<file path="src/rtl/screen_sequencer_pkg.sv">
// Shared screen IDs and widths for the Tetris screen/mode controller.
package screen_sequencer_pkg;

   localparam int STATE_W      = 2;
   localparam int COLOUR_W_DEF = 12;

   typedef enum logic [STATE_W-1:0] {
      SCR_START = 2'd0,
      SCR_PLAY  = 2'd1,
      SCR_PAUSE = 2'd2,
      SCR_OVER  = 2'd3
   } screen_t;

endpackage

</file>
<file path="src/rtl/screen_sequencer_rise_detect.sv">
// Level to single-cycle rising-edge pulse; history clears on reset so a held level fires once.
module rise_detect (
   input  logic clk,
   input  logic resetn,
   input  logic level,
   output logic rise
);

   logic level_prev_reg;

   always_ff @(posedge clk or negedge resetn) begin
      if (!resetn) begin
         level_prev_reg <= 1'b0;
      end else begin
         level_prev_reg <= level;
      end
   end

   assign rise = level & ~level_prev_reg;

endmodule

</file>
<file path="src/rtl/screen_sequencer.sv">
// Screen/mode sequencer: START/PLAY/PAUSE/OVER FSM, one-hot renderer enables,
// registered colour mux and frame-counted blanking after every screen change.
module screen_sequencer
   import screen_sequencer_pkg::*;
#(
   parameter int COLOUR_W     = COLOUR_W_DEF,
   parameter int NUM_SCREENS  = 4,
   parameter int BLANK_FRAMES = 2
) (
   input  logic                            clk,
   input  logic                            resetn,
   input  logic                            select,
   input  logic                            pause,
   input  logic                            game_over,
   input  logic                            frame_start,
   input  logic [NUM_SCREENS*COLOUR_W-1:0] colour_in,
   output logic [COLOUR_W-1:0]             colour_out,
   output logic [NUM_SCREENS-1:0]          screen_en,
   output logic [STATE_W-1:0]              screen_id,
   output logic                            game_clear,
   output logic                            blanking
);

   localparam int CNT_W = (BLANK_FRAMES > 0) ? $clog2(BLANK_FRAMES + 1) : 1;
   localparam logic [CNT_W-1:0] BLANK_LOAD = CNT_W'(BLANK_FRAMES);

   generate
      if (NUM_SCREENS != 4) begin : g_bad_num_screens
         $error("screen_sequencer: NUM_SCREENS must be 4");
      end
   endgenerate

   screen_t                state_reg;
   screen_t                state_next;
   logic                   game_clear_reg;
   logic                   game_clear_next;
   logic [NUM_SCREENS-1:0] screen_en_reg;
   logic [CNT_W-1:0]       blank_cnt_reg;
   logic [COLOUR_W-1:0]    colour_out_reg;
   logic                   blanking_int;
   logic                   sel_rise;
   logic                   pause_rise;
   logic [COLOUR_W-1:0]    colour_ch [NUM_SCREENS];

   rise_detect u_sel_rise (
      .clk    (clk),
      .resetn (resetn),
      .level  (select),
      .rise   (sel_rise)
   );

   rise_detect u_pause_rise (
      .clk    (clk),
      .resetn (resetn),
      .level  (pause),
      .rise   (pause_rise)
   );

   assign blanking_int = (blank_cnt_reg != '0);

   // Every input event is swallowed while blanking; the edge detectors keep tracking meanwhile.
   always_comb begin
      state_next      = state_reg;
      game_clear_next = 1'b0;
      if (!blanking_int) begin
         case (state_reg)
            SCR_START: begin
               if (sel_rise) begin
                  state_next      = SCR_PLAY;
                  game_clear_next = 1'b1;
               end
            end
            SCR_PLAY: begin
               if (game_over || sel_rise) begin
                  state_next = SCR_OVER;
               end else if (pause_rise) begin
                  state_next = SCR_PAUSE;
               end
            end
            SCR_PAUSE: begin
               if (pause_rise || sel_rise) begin
                  state_next = SCR_PLAY;
               end
            end
            SCR_OVER: begin
               if (sel_rise) begin
                  state_next = SCR_START;
               end
            end
            default: state_next = SCR_START;
         endcase
      end
   end

   always_ff @(posedge clk or negedge resetn) begin
      if (!resetn) begin
         state_reg      <= SCR_START;
         screen_en_reg  <= NUM_SCREENS'(1);
         game_clear_reg <= 1'b0;
         blank_cnt_reg  <= '0;
      end else begin
         state_reg      <= state_next;
         game_clear_reg <= game_clear_next;
         // A screen change reloads the counter even if frame_start arrives in the same cycle.
         if (state_next != state_reg) begin
            blank_cnt_reg <= BLANK_LOAD;
            screen_en_reg <= NUM_SCREENS'(1) << state_next;
         end else if (frame_start && blanking_int) begin
            blank_cnt_reg <= blank_cnt_reg - 1'b1;
         end
      end
   end

   genvar gi;
   generate
      for (gi = 0; gi < NUM_SCREENS; gi++) begin : g_colour_ch
         assign colour_ch[gi] = colour_in[gi*COLOUR_W +: COLOUR_W];
      end
   endgenerate

   always_ff @(posedge clk or negedge resetn) begin
      if (!resetn) begin
         colour_out_reg <= '0;
      end else if (blanking_int) begin
         colour_out_reg <= '0;
      end else begin
         colour_out_reg <= colour_ch[state_reg];
      end
   end

   assign colour_out = colour_out_reg;
   assign screen_en  = screen_en_reg;
   assign screen_id  = state_reg;
   assign game_clear = game_clear_reg;
   assign blanking   = blanking_int;

endmodule

</file>
<file path="config.mk">
export PLATFORM = sky130hd
export DESIGN_NAME = screen_sequencer
export DESIGN_NICKNAME = d
export VERILOG_FILES = /design/src/rtl/screen_sequencer_pkg.sv /design/src/rtl/screen_sequencer_rise_detect.sv /design/src/rtl/screen_sequencer.sv
export SDC_FILE = /design/constraint.sdc
export NUM_CORES = 1
export LEC_CHECK = 0
export ABC_AREA = 1
export CAP_MARGIN = 20
export CORE_UTILIZATION = 25
export DETAILED_ROUTE_END_ITERATION = 10
export GPL_ROUTABILITY_DRIVEN = 1
export MAX_ROUTING_LAYER = met4
export PLACE_DENSITY_LB_ADDON = 0.1
export SYNTH_ARGS = -nofsm -noshare
export SYNTH_HDL_FRONTEND = slang
export SYNTH_SLANG_ARGS = --single-unit
export TNS_END_PERCENT = 1
</file>
<file path="constraint.sdc">
create_clock -name clk -period 1.4 [get_ports clk]
set_input_delay 0.21 -clock clk [delete_from_list [all_inputs] [get_ports clk]]
set_output_delay 0.21 -clock clk [all_outputs]
set_load 0.005 [all_outputs]
</file>
Yosys cells after proc, flatten, opt, wreduce, memory -nomap -nowiden. Cells that the tools add are included.

$add $sub $neg: 1. $lt $le $gt $ge: 1. Eq/ne operators: 4. Shift operators: 1. Muxes and demuxes: 16. Bitwise operators: 5. Reduce and logical (&&, ||, !) cells: 6.

Operators with widths (number): two-way mux 12 bit (3); binary-select mux 12 bit (select 2 bit) (1); two-way mux 2 bit (8); case mux 2 bit (4 select lines) (1); == test 2 bit, second input constant (2); nonzero test 2 bit (2); left shift 1 x 2 -> 4 bit, first input constant (1); greater-or-equal comparator 3 bit, second input constant (1); two-way mux 1 bit (3); inverter 2 -> 3 bit (1); bitwise AND 1 bit (2); == test 2 x 1 -> 1 bit, second input constant (1); zero test 2 bit (1); logical OR 1 bit (2); inequality test 2 bit (1); inverter 1 bit (2); subtractor 2 x 1 -> 2 bit, second input constant (1); logical AND 1 bit (1).

Register bits: 23. Bits of input ports: 54. Output and inout port bits: 20. Word-level logic and storage cells: 41.

Logic depth before layout (Yosys ltp).
Depth after elaboration: 8. Gate-level depth with buffers: 10. Gate-level depth less buffers: 10.

By module. From an unflattened synthesis, not the netlist that was laid out.

Cells, all modules: 153. Area total of the unflattened synthesis: 1275.0 um^2.

Modules (own cells, without submodules): screen_sequencer (times used 1, cells each 147, area each 1204.9 um^2, seq. area each 526.8 um^2); rise_detect (times used 2, cells each 3, area each 35.0 um^2, seq. area each 25.0 um^2).

Least setup slack after synthesis. OpenSTA, ideal clock, no wires.

Kind: register -> register. Start: register blank_cnt_reg[0]. End: register screen_en_reg[3], in the netlist screen_en[3]. Library setup time: 0.122 ns. Arrival: 1.292 ns. Required time: 1.278 ns. Slack: -0.014 ns. Stages on the path, launching flop included: 11. Path buffers: 1. Clock period less this slack: 1.414 ns. Cells stage by stage: dfrtp_1 inv_1 ha_1 inv_2 buf_2 nor2_1 nand3_1 nand2_1 inv_2 nand3_1 nand2_1.

Cells in the longest elaborated chain, start to end: 3. Elaborated cells on any way between the ends: 4. Those cells by class: eq/ne: 1; shift: 1; mux: 1; reduce/logical: 1.

Ends and longest elaborated chain: start, declared (line screen_sequencer.sv:38) `logic [CNT_W-1:0] blank_cnt_reg;`; start signal, assigned (line screen_sequencer.sv:109) `blank_cnt_reg <= blank_cnt_reg - 1'b1;`; nonzero test 2 bit (*) (line screen_sequencer.sv:59) `assign blanking_int = (blank_cnt_reg != '0);`; two-way mux 2 bit (*) (line screen_sequencer.sv:65) `if (!blanking_int) begin`; inequality test 2 bit / left shift 1 x 2 -> 4 bit (equally long branches) (line screen_sequencer.sv:105, screen_sequencer.sv:107); end signal, assigned (line screen_sequencer.sv:107) `screen_en_reg <= NUM_SCREENS'(1) << state_next;`; end, declared (line screen_sequencer.sv:37) `logic [NUM_SCREENS-1:0] screen_en_reg;`.

Mark *: on every way between the ends. The rest lies on a longest branch, timed or not. A chain may end at the register's enable or synchronous reset.

Worst setup path after layout.
Start: register colour_out_reg[2], in the netlist colour_out[2]. End: output port colour_out[2].

RTL lines: start, declared (line screen_sequencer.sv:39) `logic [COLOUR_W-1:0] colour_out_reg;`; start signal, assigned (line screen_sequencer.sv:127) `colour_out_reg <= colour_ch[state_reg];`; end, declared (line screen_sequencer.sv:17) `output logic [COLOUR_W-1:0] colour_out,`.

No word-level cell between the ends.

==> metrics.txt <==
count of endpoints failing setup in the final report 0; number of antenna repair diodes 0; post-synthesis register bit count 23; fraction of the core area covered by cells at the end of the flow 48.7%; number of maximum-capacitance constraint violations 0; overall power consumption 3.74 mW; required time of the critical path 1.19 ns; Syn Std Cell Area 1210 µm²; hold crit path type primary input to flop; RSZ-0062 raised after global routing yes; sequential fraction of the synthesis area 47.5%; number of DRC violations after detailed routing 0; commonest non-fill, non-tap cell in the layout sky130_fd_sc_hd__clkdlybuf4s50_1; number of levels the H-tree was split into 1; crit path launch type flop; Max Clock Skew 0.00457 ns; max reg flops 12; type of the setup path with the least slack flop to output port; standard-cell row count 24; remaining global-route overflow 0; insertion delay to the later sink of the worst-skew pair 0.26 ns; CP bufs+invs 1; Root Buffer Master sky130_fd_sc_hd__clkbuf_8; number of sinks driven by the clock tree 23; detailed router's first-iteration violation count 106; worst reg2reg path depth 8; via count of the first global-routing pass 1,355; number of vias per cell 4.69; Post-CTS Hold Buffers 0; run status finished clean; clock tree from TritonCTS built; cells along the critical path clkdlybuf4s50_1; post-route cell area 2190 µm²; sum of negative setup slack 0 ns; wire length of the first global-routing pass 6350 µm; area growth from synthesis to layout 80.4%; overall die width 71.7 µm; Worst path top cell family by delay buffers and inverters; number of vias in the routed layout 1,356; slew at the pin closest to its max-slew limit 0.307 ns; Setup crit end kind output port; final clock period utilization by the worst path 94.9%; sum of net half-perimeters after detailed placement 2830 µm; TritonCTS Buffers 3; Core Area 4500 µm²; placer's final routability congestion estimate 0.853; length of the first detailed-routing pass in iterations 4; Yosys warnings 0; power density over the cells 1710 nW/µm²; final-stage net count 293; antenna violations before repair 0; placed cell areas 2090 µm²; highest fanout seen on the critical path 1; ports placed on the boundary 74; height of the chip 71.7 µm; Clock Pin Slew Worst Setup and Hold Paths 0.08 ns; Routed wire per std cell 12.8 µm; Post-Synthesis Cells 153; Min-Delay Path Depth 1; maximum ir drop on the vdd rail 0.000535 V; worst rel slew slack 79.6%; share of cells above drive strength 1 16.5%; Max Clk Rate 0.753 GHz; total nets after synthesis 208; GRT Resource Usage Total 16.6%; maximum number of pins on one net before global-route repair 24; most frequent cells in the layout 67 x sky130_fd_sc_hd__clkdlybuf4s50_1, 47 x sky130_fd_sc_hd__nand2_1, 20 x sky130_fd_sc_hd__dfrtp_1; number of buffers inserted by port buffering 73; CP Data Arrival Time 1.12 ns; number of distinct library cells after synthesis 21; largest stage delay on the critical path 0.52 ns; clock tree buffer depth 2; Min Clock Period, post-route 1.33 ns; static leakage 0.978 nW; Final Slew Violations 0; post-CTS setup buffer count 0; number of cells on the critical path 1; synthesized area divided by synthesized cell count 7.94 µm²; initial core utilization 27.0%; wire length after detailed routing 3690 µm; final-report hold violation count 0; die outline area 5140 µm²; slowest cell on the critical path sky130_fd_sc_hd__clkdlybuf4s50_1; DRT antenna net count 0
[per-stage QoR]
step                worst slack, ns  hold slack (ns)  instances
floorplan                    0.0268          -0.0856        153
global placement             -0.279            0.477        285
detailed placement           -0.333            0.476        285
CTS                         -0.0341            0.318        289
global route               -0.00233            0.153        289
finish                       0.0713            0.138        289
[timing repair]
| action | 4_1_cts | 5_1_grt |
|---|---|---|
| hold endpoints to repair | 0 | 0 |
| resized for setup | 8 | 16 |
| pin swaps | 1 | 0 |
| endpoints found under the setup margin | 10 | 18 |
[final timing paths]
path / from / to / slack, ns
hold / removal: select / u_sel_rise.level_prev_reg / 0.14
hold reg to reg: screen_en[0] / screen_en[0] / 0.49
setup / recovery: colour_out[2] / colour_out[2] / 0.07
max in group asynchronous: resetn / screen_en[0] / 0.81
setup reg to reg: blank_cnt_reg[1] / screen_en[3] / 0.10
min in group asynchronous: resetn / colour_out[0] / 0.30
[cell type report]
cell class / count / area (µm²)
Fill cell: 447 / 2310
Timing Repair Buffer: 86 / 841
Multi-Input combinational cell: 109 / 603
Sequential cell: 23 / 579
Tap cell: 52 / 65.1
Inverter: 15 / 58.8
Clock buffer: 4 / 45.0
[logic make-up after synthesis]
| family | Yosys count | share of synthesized area [%] |
|---|---|---|
| adder cells (fa/ha/maj) | 1 | 1.03 |
| AO/OA/AOI/OAI | 31 | 16.8 |
| buffers and inverters | 21 | 7.00 |
| flip-flops | 23 | 47.5 |
| AND/OR/NAND/NOR | 76 | 27.0 |
| XOR/XNOR | 1 | 0.721 |
[cell usage after synthesis]
cell / number / share of area, %
sky130_fd_sc_hd__nand4_1: 3 / 1.5
sky130_fd_sc_hd__dfstp_2: 1 / 2.2
sky130_fd_sc_hd__a21oi_1: 5 / 2.1
sky130_fd_sc_hd__ha_1: 1 / 1.0
sky130_fd_sc_hd__nor2_2: 3 / 1.5
sky130_fd_sc_hd__nand2_1: 51 / 16
sky130_fd_sc_hd__clkbuf_1: 1 / 0.31
sky130_fd_sc_hd__nand3_1: 8 / 3.3
sky130_fd_sc_hd__nor2_1: 7 / 2.2
sky130_fd_sc_hd__o21ai_1: 1 / 0.41
sky130_fd_sc_hd__dfrtp_1: 22 / 45
sky130_fd_sc_hd__buf_2: 5 / 2.1
sky130_fd_sc_hd__nor3_1: 1 / 0.41
sky130_fd_sc_hd__nand3_2: 2 / 1.6
sky130_fd_sc_hd__xor2_1: 1 / 0.72
sky130_fd_sc_hd__a22oi_1: 12 / 7.4
sky130_fd_sc_hd__nand3b_1: 1 / 0.62
sky130_fd_sc_hd__a31oi_1: 12 / 6.2
sky130_fd_sc_hd__o2111ai_1: 1 / 0.72
sky130_fd_sc_hd__inv_2: 4 / 1.2
sky130_fd_sc_hd__inv_1: 11 / 3.4
[power by group]
group | internal, mW | switching [mW] | leakage (nW)
logic | 1.13 | 1.11 | 0.664
registers | 0.930 | 0.154 | 0.291
clock network | 0.203 | 0.215 | 0.0228
total | 2.27 | 1.48 | 0.978
[metal layers]
layer | vias up | global-route usage (%) | wire [µm]
li1 | 688 | - | -
met1 | 608 | 19.9 | 1660
met2 | 56 | 25.9 | 1670
met3 | 4 | 5.91 | 319
met4 | 0 | 5.88 | 46
met5 | - | - | 0
No activity file was read; power rests on OpenSTA's default activity.
